<file path="config.mk">
export PLATFORM = sky130hd
export DESIGN_NAME = rf_wb_arbiter
export DESIGN_NICKNAME = d
export VERILOG_FILES = /design/src/rtl/rf_wb_pkg.sv /design/src/rtl/rf_wb_grant.sv /design/src/rtl/rf_wb_arbiter.sv
export SDC_FILE = /design/constraint.sdc
export NUM_CORES = 1
export LEC_CHECK = 0
export CAP_MARGIN = 20
export CORE_MARGIN = 2
export CORE_UTILIZATION = 35
export DETAILED_ROUTE_END_ITERATION = 6
export PLACE_DENSITY = 0.61
export RECOVER_POWER = 25
export SLEW_MARGIN = 20
export SYNTH_ARGS = -nofsm -noshare
export SYNTH_HDL_FRONTEND = slang
export SYNTH_HIERARCHICAL = 1
export SYNTH_SLANG_ARGS = --single-unit
</file>
<file path="constraint.sdc">
create_clock -name clk -period 4.6 [get_ports clk]
set_input_delay 0.92 -clock clk [delete_from_list [all_inputs] [get_ports clk]]
set_output_delay 0.92 -clock clk [all_outputs]
set_load 0.02 [all_outputs]
</file>
<file path="src/rtl/rf_wb_pkg.sv">
// Shared definitions for the register-file writeback arbiter.
// Optional feature macro: RF_WB_RR_ARB_EN (round-robin arbitration).
package rf_wb_pkg;

    localparam int DATA_W_DEF = 32;
    localparam int ADDR_W_DEF = 5;

    // x0 is hardwired; writes to it are swallowed and it is never busy
    localparam int ZERO_REG = 0;

    // Writeback requester identity
    typedef enum logic {
        REQ_ALU  = 1'b0,
        REQ_LOAD = 1'b1
    } reqId_e;

endpackage

</file>
<file path="src/rtl/rf_wb_grant.sv">
// Two-input writeback arbiter.
// RF_WB_RR_ARB_EN defined   : round-robin on contention via a 1-bit last-grant pointer.
// RF_WB_RR_ARB_EN undefined : fixed priority, load (req1) over ALU (req0), no state.
module rf_wb_grant
    import rf_wb_pkg::*;
(
`ifdef RF_WB_RR_ARB_EN
    input  logic   clk,
    input  logic   rst,
`endif
    input  logic   valid0,
    input  logic   valid1,
    output logic   grant0,
    output logic   grant1,
    output reqId_e grantId
);

`ifdef RF_WB_RR_ARB_EN
    reqId_e lastGrant;
    logic   prefer0;

    // Requester 0 wins a tie only if requester 1 took the previous grant
    assign prefer0 = (lastGrant == REQ_LOAD);

    // Grant decode: uncontested requests always win, ties go to the non-last winner
    always_comb begin
        grant0 = valid0 & (!valid1 | prefer0);
        grant1 = valid1 & (!valid0 | !prefer0);
    end

    // Pointer tracks the most recent grant; reset leaves req0 favoured
    always_ff @(posedge clk or posedge rst) begin
        if (rst)
            lastGrant <= REQ_LOAD;
        else if (grant0 | grant1)
            lastGrant <= grant1 ? REQ_LOAD : REQ_ALU;
    end
`else
    // Fixed priority: loads retire first
    always_comb begin
        grant1 = valid1;
        grant0 = valid0 & !valid1;
    end
`endif

    assign grantId = grant1 ? REQ_LOAD : REQ_ALU;

endmodule

</file>
<file path="src/rtl/rf_wb_arbiter.sv">
// Register-file writeback arbiter with a busy scoreboard.
// Issue reserves a destination, one of two writeback requesters is granted per
// cycle and registered into the write port, and the write clears the busy bit
// on the edge that ends the write cycle, so stall drops only once the RF holds
// the new value.
// Optional feature macro: RF_WB_RR_ARB_EN (round-robin instead of fixed priority).
module rf_wb_arbiter
    import rf_wb_pkg::*;
#(
    parameter int DATA_W = DATA_W_DEF,
    parameter int ADDR_W = ADDR_W_DEF
) (
    input  logic              clk,
    input  logic              rst,
    input  logic              issue_valid,
    input  logic [ADDR_W-1:0] issue_rd,
    output logic              issue_ready,
    input  logic              req0_valid,
    input  logic [ADDR_W-1:0] req0_rd,
    input  logic [DATA_W-1:0] req0_data,
    output logic              req0_ready,
    input  logic              req1_valid,
    input  logic [ADDR_W-1:0] req1_rd,
    input  logic [DATA_W-1:0] req1_data,
    output logic              req1_ready,
    output logic              RegWrite,
    output logic [ADDR_W-1:0] WriteRegister,
    output logic [DATA_W-1:0] WriteData,
    input  logic [ADDR_W-1:0] rs1,
    input  logic [ADDR_W-1:0] rs2,
    output logic              stall
);

    localparam int NREGS = 1 << ADDR_W;
    localparam logic [ADDR_W-1:0] RZERO = ADDR_W'(ZERO_REG);

    logic [NREGS-1:0]  busy;
    logic [NREGS-1:0]  busyNext;
    logic              rstHold;
    logic              v0;
    logic              v1;
    logic              gnt0;
    logic              gnt1;
    reqId_e            gntId;
    logic              issueFire;
    logic              wbFire;
    logic [ADDR_W-1:0] wbRd;
    logic [DATA_W-1:0] wbData;

    // Requesters are masked for the first cycle after reset so no handshake
    // can be taken before the machine is settled
    assign v0 = req0_valid & !rstHold;
    assign v1 = req1_valid & !rstHold;

    rf_wb_grant uGrant (
`ifdef RF_WB_RR_ARB_EN
        .clk     (clk),
        .rst     (rst),
`endif
        .valid0  (v0),
        .valid1  (v1),
        .grant0  (gnt0),
        .grant1  (gnt1),
        .grantId (gntId)
    );

    assign req0_ready = gnt0;
    assign req1_ready = gnt1;
    assign wbFire     = gnt0 | gnt1;
    assign wbRd       = (gntId == REQ_LOAD) ? req1_rd   : req0_rd;
    assign wbData     = (gntId == REQ_LOAD) ? req1_data : req0_data;

    assign issue_ready = (issue_rd == RZERO) | !busy[issue_rd];
    assign issueFire   = issue_valid & issue_ready;

    assign stall = ((rs1 != RZERO) & busy[rs1]) | ((rs2 != RZERO) & busy[rs2]);

    // One-cycle post-reset hold: high during reset, drops on the first clean edge
    always_ff @(posedge clk or posedge rst) begin
        if (rst)
            rstHold <= 1'b1;
        else
            rstHold <= 1'b0;
    end

    // Output stage: latency 1, x0 writes consumed but never asserted, hold on idle
    always_ff @(posedge clk or posedge rst) begin
        if (rst) begin
            RegWrite      <= 1'b0;
            WriteRegister <= '0;
            WriteData     <= '0;
        end else if (wbFire) begin
            RegWrite      <= (wbRd != RZERO);
            WriteRegister <= wbRd;
            WriteData     <= wbData;
        end else begin
            RegWrite      <= 1'b0;
        end
    end

    // Scoreboard next state: retire clears, then issue sets so a same-edge issue wins
    always_comb begin
        busyNext = busy;
        if (RegWrite)
            busyNext[WriteRegister] = 1'b0;
        if (issueFire)
            busyNext[issue_rd] = 1'b1;
        busyNext[0] = 1'b0;
    end

    // Scoreboard register
    always_ff @(posedge clk or posedge rst) begin
        if (rst)
            busy <= '0;
        else
            busy <= busyNext;
    end

endmodule

</file>
==> results.md <==
* Die Wd at 110.1 µm
* Tot Pwr at 2.472 mW
* Main synth FF type: dfrtp_1
* Nets@finish at 589
* Power density cells at approximately 430 mW/mm²
* Number of antenna violations at the first check in global routing at 0
* RSZ-0062 raised after global routing: false
* CTS resizes at 0
* Placeable core area at 0.01094 mm²
* Max Cap Viol at 1
* Layout Utilization at 52.03%
* Final std cells w/o fill at between 600 and 700
* Logic pwr share at 33.6%
* Clock transition at path regs at 60 ps
* Vias in the first global route at roughly 3600
* Mean Syn Cell Area at 10.71 µm²
* Ant. Diodes at 0
* Crit path time final at 4363 ps
* Starting Density at 36.04%
* FFs w/ async S/R, synth at 100.0%
* Maximum vdd drop at 0.0001708 V
* Hold crit path type: reg2reg
* Root Driver: clkbuf_16
* Latest clock arrival within the worst-skew pair at 330 ps
* Final worst-path cycle share at 94.85%
* Final TNS setup at 0 ps
* Slew Viols, Final at 46
* Violated checks: max-capacitance violations, max-slew violations
* Synth top area share at 43.81%
* H-tree levels at 3
* Psw at around 0.8 mW
* Netlist cell types at 34
* Critical path class: in2out
* Via count at 3503
* GRT Total Usage at 20.75%
* Die area at 0.01213 mm²
* # setup viols final at 0
* Crit path required time at between 3000 and 4000 ps
* Hold Buf Count CTS at 0
* Seq pwr share at 40.6%
* Internal Power at 1.659 mW
* Seq/Total Area, Yosys at between 40 and 50%
* Routed WL per cell at 18.48 µm
* DRT Wirelength at ~12000 µm
* Remaining DRCs at 0
* Clock share of power at 25.8%
* Drt pass-1 iters at 4
* Fraction of layout cells with a size suffix above 1 at 9.400%
* CTS Buffer Depth at 2
* TritonCTS buffer count at 9
* Overflow left after global routing at 0
* CP arrival at 3440 ps
* Synthesized area at 0.003941 mm²
* Status: finished, violations left
* Largest net degree at the start of global routing at 61
* Sw Share at 32.92%
* Synth top area cells: dfrtp_1 44%, mux2i_1 12%, mux4_2 10%
* Net Count, Synth at 462
* Synth warn at 6
* Commonest non-fill, non-tap cell in the layout: clkdlybuf4s50_1
* DP HPWL at 9015 µm
* Worst setup EP type: primary output
* 1st-iter DRT viols at 162
* CTS Sinks at 70
* FMAX at 229.2 MHz
* Postcts setup bufs at 0
* First-pass GRT wire length at between 15000 and 20000 µm
* Vias per inst at about 5.5
* Placed cells at between 600 and 700
* Worst Setup Start Kind: input port
* I/O pin cnt at 136
* Relative slew slack at -13.38%
* Number of synthesized flops with an enable pin at 0
* Antenna Nets Post-Route at 0
* Setup Skew at 5.784 ps
* Routability congestion estimate at 0.8669
* Mapped Cells at roughly 370
* Layout area overhead at 44.35%
* Most frequent cells in the layout: 133 x clkdlybuf4s50_1, 69 x dfrtp_1, 49 x mux2i_1, 43 x nor2_1, 39 x a21oi_1
* Rows at 38
* I/O Buffers at about 140
* Largest area contributor in the netlist: dfrtp_1
* Die Y at 110.1 µm
* FF+latch count, synth at 70
* Pleak at 2.149 nW
* Worst slew pin tran at around 1700 ps
* CP Max Fanout at 7
* Final hold viol count at 0
* CTS tree: done
## flip-flops by register name, summed over array words and instances, names as in the netlist
signal and cells:
WriteData 32, WriteRegister 5, rstHold 1, RegWrite 1, busy 31
## stage by stage
step	instance area (µm²)	setup WS (ps)	hold WS, ps
floorplan	3941	1119	500.2
finish	5689	237.0	520.9
detailed placement	5415	284.0	516.5
global placement	5415	326.8	504.6
CTS	5689	275.2	528.9
global route	5689	142.9	546.7
## per-layer routing
metal  vias up  global-route usage (%)  routed length [µm]
met5         -                       0                   0
met4         0                   6.339                 152
met3        13                   7.995                1239
met2       158                   34.79                5603
met1      1701                   24.70                4830
li1       1631                       -                   -
## synthesized netlist by cell type (3+ instances only)
cell / count
nand2_1: 6
nand2b_1: 3
mux4_2: 18
nor3_1: 3
o31ai_1: 17
mux4_1: 3
a31oi_1: 4
a21oi_1: 39
nor2b_1: 4
mux2i_1: 49
dfrtp_1: 69
o21ai_0: 31
nor4_1: 3
buf_2: 4
clkbuf_1: 16
nor3b_1: 4
nand3b_1: 10
nor2_1: 43
nand3_1: 5
o21ai_1: 15
## worst max-delay path, cell delays in order
cell and delay [ps]:
clkdlybuf4s50_1 580, buf_4 200, mux4_2 500, a31oi_1 200
nand3_2 90, nor3_1 290, clkdlybuf4s50_1 660
## path summary, 6_finish.rpt
check / startpoint / slack [ps] / depth (start not counted) / to
worst min register to register: WriteData[4]$_DFFE_PP0P_ / 520 / 2 / WriteData[4]$_DFFE_PP0P_
worst max register to register: rstHold$_DFF_PP1_ / 2410 / 6 / WriteData[8]$_DFFE_PP0P_
worst min-delay path: WriteData[4]$_DFFE_PP0P_ / 520 / 2 / WriteData[4]$_DFFE_PP0P_
min in group asynchronous: rst / 1570 / 2 / WriteData[22]$_DFFE_PP0P_
max in group asynchronous: rst / 1820 / 3 / rstHold$_DFF_PP1_
worst max-delay path: issue_rd[0] / 240 / 7 / issue_ready
## final cells by class
cell class | count | area, µm²
fillers | 1018 | 5246
multi-input cells | 270 | 2063
flip-flops and latches | 70 | 1753
repair buffers | 142 | 1416
clock buffers | 14 | 264.0
well taps | 140 | 175.2
clock inverters | 2 | 10.01
inverters | 2 | 7.507
## power groups by stage
| stage | clock, mW | combinational [mW] | sequential (mW) |
|---|---|---|---|
| finish | 0.637 | 0.831 | 1.00 |
| CTS | 0.654 | 0.839 | 1.00 |
| global route | 0.679 | 0.912 | 1.03 |
| floorplan | 0 | 0.486 | 0.977 |
| detailed placement | 0 | 0.836 | 1.01 |
| global placement | 0 | 0.816 | 0.999 |
## kinds of logic after synthesis
group	synth area share, %
simple gates	12.10
mux	25.30
compound gates	14.67
other cells	0.09515
flops	44.48
buf+inv	3.365
Note: power is estimated with default switching activity, not from simulation.
